### src/rtl/bcd_counter_display.sv
// bcd_counter_display: NUM_DIGITS-wide BCD up/down counter stepped by tick
// rising edges, plus a registered scan-position decoder that reports the
// digit under the VGA beam, its glyph-ROM pixel address and an enable.
module bcd_counter_display #(
  parameter int PIXEL_DISPLAY_BIT = 9,
  parameter int NUM_DIGITS        = 3,
  parameter int X0                = 179,
  parameter int Y0                = 466,
  parameter int DIGIT_W           = 12,
  parameter int DIGIT_H           = 10,
  parameter int GAP               = 2,
  parameter int ADDR_W            = 8,
  parameter int SATURATE          = 0,
  parameter int BLANK_LEADING     = 0
) (
  input  logic                         clock_25,
  input  logic                         reset,
  input  logic                         clear,
  input  logic                         load,
  input  logic [4*NUM_DIGITS-1:0]      load_value,
  input  logic                         tick,
  input  logic                         count_down,
  input  logic                         hold,
  input  logic [PIXEL_DISPLAY_BIT:0]   X,
  input  logic [PIXEL_DISPLAY_BIT:0]   Y,
  output logic [4*NUM_DIGITS-1:0]      bcd_value,
  output logic                         terminal,
  output logic [3:0]                   selected_number,
  output logic [ADDR_W-1:0]            glyph_addr,
  output logic                         en_digit
);

  localparam int BW = 4 * NUM_DIGITS;
  localparam logic [BW-1:0] ALL_NINES = {NUM_DIGITS{4'd9}};
  localparam logic [BW-1:0] ALL_ZEROS = {BW{1'b0}};

  // Counter state and next state
  logic [BW-1:0]     bcd_q;
  logic [BW-1:0]     bcd_d;
  logic              terminal_q;
  logic              terminal_d;
  logic              tick_prev_q;
  logic              step_s;

  // Render state and next state
  logic [3:0]        sel_q;
  logic [3:0]        sel_d;
  logic [ADDR_W-1:0] addr_q;
  logic [ADDR_W-1:0] addr_d;
  logic              en_q;
  logic              en_d;

  // Render helpers
  logic [NUM_DIGITS-1:0] blank_s;
  logic                  lead_zero_s;
  int                    x_s;
  int                    y_s;
  int                    xi_s;
  int                    off_s;

  // Nibble j counts from the least-significant digit (bits [3:0]).
  function automatic logic [BW-1:0] bcd_inc(input logic [BW-1:0] v);
    logic [BW-1:0] r;
    logic          c;
    r = v;
    c = 1'b1;
    for (int j = 0; j < NUM_DIGITS; j++) begin
      if (c) begin
        if (v[4*j +: 4] >= 4'd9) begin
          r[4*j +: 4] = 4'd0;
          c = 1'b1;
        end else begin
          r[4*j +: 4] = v[4*j +: 4] + 4'd1;
          c = 1'b0;
        end
      end else begin
        r[4*j +: 4] = v[4*j +: 4];
      end
    end
    return r;
  endfunction

  function automatic logic [BW-1:0] bcd_dec(input logic [BW-1:0] v);
    logic [BW-1:0] r;
    logic          b;
    r = v;
    b = 1'b1;
    for (int j = 0; j < NUM_DIGITS; j++) begin
      if (b) begin
        if (v[4*j +: 4] == 4'd0) begin
          r[4*j +: 4] = 4'd9;
          b = 1'b1;
        end else begin
          r[4*j +: 4] = v[4*j +: 4] - 4'd1;
          b = 1'b0;
        end
      end else begin
        r[4*j +: 4] = v[4*j +: 4];
      end
    end
    return r;
  endfunction

  // Out-of-range nibbles on load become 9 so the counter only holds BCD.
  function automatic logic [BW-1:0] bcd_clamp(input logic [BW-1:0] v);
    logic [BW-1:0] r;
    r = v;
    for (int j = 0; j < NUM_DIGITS; j++) begin
      if (v[4*j +: 4] > 4'd9) begin
        r[4*j +: 4] = 4'd9;
      end else begin
        r[4*j +: 4] = v[4*j +: 4];
      end
    end
    return r;
  endfunction

  // A hold-time edge is dropped outright rather than remembered.
  assign step_s = tick & ~tick_prev_q & ~hold;

  // Counter next state: clear beats load beats a step; saturated steps do not pulse.
  always_comb begin
    bcd_d      = bcd_q;
    terminal_d = 1'b0;
    if (clear) begin
      bcd_d = ALL_ZEROS;
    end else if (load) begin
      bcd_d = bcd_clamp(load_value);
    end else if (step_s) begin
      if (count_down) begin
        if ((bcd_q == ALL_ZEROS) && (SATURATE != 0)) begin
          bcd_d = bcd_q;
        end else begin
          bcd_d      = bcd_dec(bcd_q);
          terminal_d = (bcd_dec(bcd_q) == ALL_ZEROS);
        end
      end else begin
        if ((bcd_q == ALL_NINES) && (SATURATE != 0)) begin
          bcd_d = bcd_q;
        end else begin
          bcd_d      = bcd_inc(bcd_q);
          terminal_d = (bcd_inc(bcd_q) == ALL_NINES);
        end
      end
    end else begin
      bcd_d = bcd_q;
    end
  end

  // Leading-zero mask: digit i is blankable while it and all digits left of it are 0.
  always_comb begin
    lead_zero_s = 1'b1;
    blank_s     = '0;
    for (int i = 0; i < NUM_DIGITS; i++) begin
      lead_zero_s = lead_zero_s & (bcd_q[4*(NUM_DIGITS-1-i) +: 4] == 4'd0);
      if ((BLANK_LEADING != 0) && lead_zero_s && (i != NUM_DIGITS - 1)) begin
        blank_s[i] = 1'b1;
      end else begin
        blank_s[i] = 1'b0;
      end
    end
  end

  // Box decode from the current X/Y alone, so any scan order renders correctly.
  always_comb begin
    en_d   = 1'b0;
    sel_d  = 4'd0;
    addr_d = '0;
    x_s    = {{(31-PIXEL_DISPLAY_BIT){1'b0}}, X};
    y_s    = {{(31-PIXEL_DISPLAY_BIT){1'b0}}, Y};
    xi_s   = 0;
    off_s  = 0;
    for (int i = 0; i < NUM_DIGITS; i++) begin
      xi_s = X0 + i * (DIGIT_W + GAP);
      if ((x_s >= xi_s) && (x_s <= xi_s + DIGIT_W - 1) &&
          (y_s >= Y0) && (y_s <= Y0 + DIGIT_H - 1) && !blank_s[i]) begin
        off_s  = (y_s - Y0) * DIGIT_W + (x_s - xi_s);
        en_d   = 1'b1;
        sel_d  = bcd_q[4*(NUM_DIGITS-1-i) +: 4];
        addr_d = ADDR_W'(off_s);
      end else begin
        en_d = en_d;
      end
    end
  end

  // State update; tick history is tracked on every non-reset cycle.
  always_ff @(posedge clock_25) begin
    if (reset) begin
      bcd_q       <= '0;
      terminal_q  <= 1'b0;
      tick_prev_q <= 1'b0;
      sel_q       <= 4'd0;
      addr_q      <= '0;
      en_q        <= 1'b0;
    end else begin
      bcd_q       <= bcd_d;
      terminal_q  <= terminal_d;
      tick_prev_q <= tick;
      sel_q       <= sel_d;
      addr_q      <= addr_d;
      en_q        <= en_d;
    end
  end

  assign bcd_value       = bcd_q;
  assign terminal        = terminal_q;
  assign selected_number = sel_q;
  assign glyph_addr      = addr_q;
  assign en_digit        = en_q;

endmodule

### config.mk
export PLATFORM = sky130hd
export DESIGN_NAME = bcd_counter_display
export DESIGN_NICKNAME = d
export VERILOG_FILES = /design/src/rtl/bcd_counter_display.sv
export SDC_FILE = /design/constraint.sdc
export NUM_CORES = 1
export LEC_CHECK = 0
export ABC_CLOCK_PERIOD_IN_PS = 3300
export CAP_MARGIN = 10
export CORE_UTILIZATION = 50
export DETAILED_ROUTE_END_ITERATION = 12
export DONT_BUFFER_PORTS = 1
export GPL_TIMING_DRIVEN = 0
export MAX_ROUTING_LAYER = met4
export PLACE_DENSITY = 0.68
export SYNTH_ARGS = -nofsm -noshare
export SYNTH_HDL_FRONTEND = slang
export SYNTH_SLANG_ARGS = --single-unit
export TNS_END_PERCENT = 5
### constraint.sdc
create_clock -name clock_25 -period 3.3 [get_ports clock_25]
set_input_delay 0.33 -clock clock_25 [delete_from_list [all_inputs] [get_ports clock_25]]
set_output_delay 0.33 -clock clock_25 [all_outputs]
set_load 0.005 [all_outputs]
==> summary.txt <==
Status -> completed
Register bit total from synthesis -> 27
Post-synth top area cell -> dfxtp_1
Initial Util -> 52.4%
Clk buf depth -> 2
Via density -> 6.27
CTS Sinks -> 27
Critical path buffers and inverters -> 4
Clock Latency Late Sink -> 0.28 ns
DIE AREA -> 0.00657 mm^2
Slowest cell on crit path -> fa_1
Peak supply drop -> 0.190 mV
Crit path cell chain -> inv_1 -> ha_4 -> xor2_2 -> ha_1 -> fa_1 -> inv_1 -> ha_1 -> inv_1 -> ha_4 -> inv_1 -> o21bai_1 -> a21oi_1 -> xor2_1 -> a222oi_1 -> nor2_1
H-tree depth -> 1
Gr ovfl total -> 0
Synth Instances -> 401
Detail-routed net length per standard cell -> 17.1 um
Initial antenna violation count -> 0
N_diodes -> 0
Drt total wl -> 8220 um
Final ANT Viol Nets -> 0
Port buffer count -> 0
RSZ-0062 raised after global routing -> no
GP Congestion -> 0.988
Final Hold Fails -> 0
Setup Crit Path Kind -> input port to register
Nets in the synthesized netlist -> 485
DP Cell Count -> 476
DRC -> 0
Worst Path Required -> 3.46 ns
Top cells by count, synth -> ha_1, inv_1, nor2_1
Fraction of registers with async set/reset -> 0%
Post-synth top area share -> 17.3%
IO Pins -> 65
Hold path start -> tick
Pwr Total -> 1.20 mW
Clock transition at path regs -> 0.09 ns
CP dominant cell by count -> inv_1
Worst-path fanout max -> 6
PD cells -> 365 mW/mm^2
CP peak stage delay -> 0.54 ns
Drt initial violations -> 325
Total number of vias -> 3010
Final setup violation count -> 0
Reg2Reg Launch Point -> bcd_value[4]
Fin Hold WS -> 0.182 ns
Area contributors post-synth -> dfxtp_1, ha_1, inv_1
Router iterations before antenna repair -> 6
Vias in the first global route -> 2723
LEAKAGE -> 1.42 nW
DP HPWL -> 6530 um
Root Driver -> clkbuf_8
Core Rows -> 28
Synth Warn # -> 0
Crit path DAT -> 3.25 ns
Area grow syn2layout -> 5.53%
Final nets -> 490
Period utilization -> 93.5%
First-pass GRT wire length -> 12800 um
Top delay family on crit path -> adder cells
Max Clock Freq -> 324 MHz
Final std cells w/o fill -> 480
Number of setup buffers added after CTS -> 0
Die X -> 81.0 um
Filler instances -> 598
Maxcap violations -> 0
Critical Path Start -> Y[1]
Share of layout cells above drive strength 1 -> 5.68%
Synthesized cell area -> 0.00312 mm^2
Die Y -> 81.0 um
Worst hold path class -> input port to register
Slew @ Worst Pin -> 0.623 ns
CTS tree -> built
Crit end category -> register
Critical Path Source Type -> input port
Main synth FF type -> dfxtp_1
Core box area -> 0.00596 mm^2
Inserted Clock Buffers -> 3
Overall Global Routing Usage -> 26.0%
Post-synthesis sequential area ratio -> 17.3%
Synth cell types -> 66
Fin Clk Skew -> 0.00529 ns
Largest net degree at the start of global routing -> 16
Max Slew Vio Count -> 0
Number of synthesized flops with an enable pin -> 0
Crit path time final -> 3.09 ns
Average size of a mapped cell -> 7.79 um^2
Max-slew headroom -> 58.5%
## layout make-up
class	instances	area, um^2	area share, %
multi-input cells	308	2350	71.4
flip-flops and latches	27	541	16.4
inverters	44	165	5.01
plain buffers	22	97.6	2.96
well taps	75	93.8	2.85
clock buffers	3	41.3	1.25
clock inverters	1	5.00	0.152
## sequential cells by signal, summed over array words and instances, names as in the netlist
name and flops:
tick_prev_q 1, glyph_addr 8, bcd_value 12, terminal 1, en_digit 1, selected_number 4
## power by group
part,total (mW),switching [mW],internal [mW]
Clock,0.194,0.109,0.0849
Combinational,0.666,0.360,0.306
Sequential,0.344,0.0106,0.333
Total,1.20,0.480,0.724
## path summary, 6_finish.rpt
check / endpoint / slack [ns] / depth (start not counted)
max: glyph_addr[7] / 0.21 / 15
min: tick_prev_q / 0.18 / 1
max reg2reg: terminal / 0.42 / 9
min reg2reg: bcd_value[1] / 0.67 / 2
## placed cells by master (no fill, tap or decap), types with 6 or more instances in the layout
cell type,instances
o211ai_1,7
a222oi_1,7
a21oi_1,28
a211oi_1,8
nand3_1,7
xor2_1,7
dfxtp_1,27
o21ai_0,21
inv_1,43
a21o_1,7
ha_1,41
o21bai_1,6
clkbuf_1,16
nor3_1,6
a31oi_1,8
xnor2_1,14
nand2_1,20
nor2_1,36
## layer usage
metal / routed length, um / track usage, % / share of wire (%)
met1: 3430 / 30.6 / 42
met4: 263 / 10.4 / 3.2
met3: 470 / 3.48 / 5.7
met2: 4060 / 44.5 / 49
met5: 0 / - / 0
## through the flow
step / utilization [%] / area (um^2) / setup WS, ns / setup TNS (ns)
6_report: 55.3 / 3300 / 0.214 / 0
5_1_grt: 55.3 / 3300 / 0.0476 / 0
4_1_cts: 55.0 / 3270 / 0.0526 / 0
3_5_place_dp: 54.0 / 3220 / -0.344 / -0.497
3_3_place_gp: 54.0 / 3220 / -0.267 / -0.361
2_1_floorplan: - / 3120 / 0.0196 / 0
## kinds of logic after synthesis
group           synth area share [%]
compound gates                  28.5
xor+xnor                        8.13
fa+ha+maj                       18.5
buf+inv                         8.41
flops                           17.3
mux                            0.641
simple gates                    18.5
## timing repair
action | in CTS | in global routing
hold buffers | 0 | 0
setup endpoints to repair | 1 | 1
pin swaps | 0 | 1
resized for setup | 2 | 2
(Power assumes the default switching activity.)
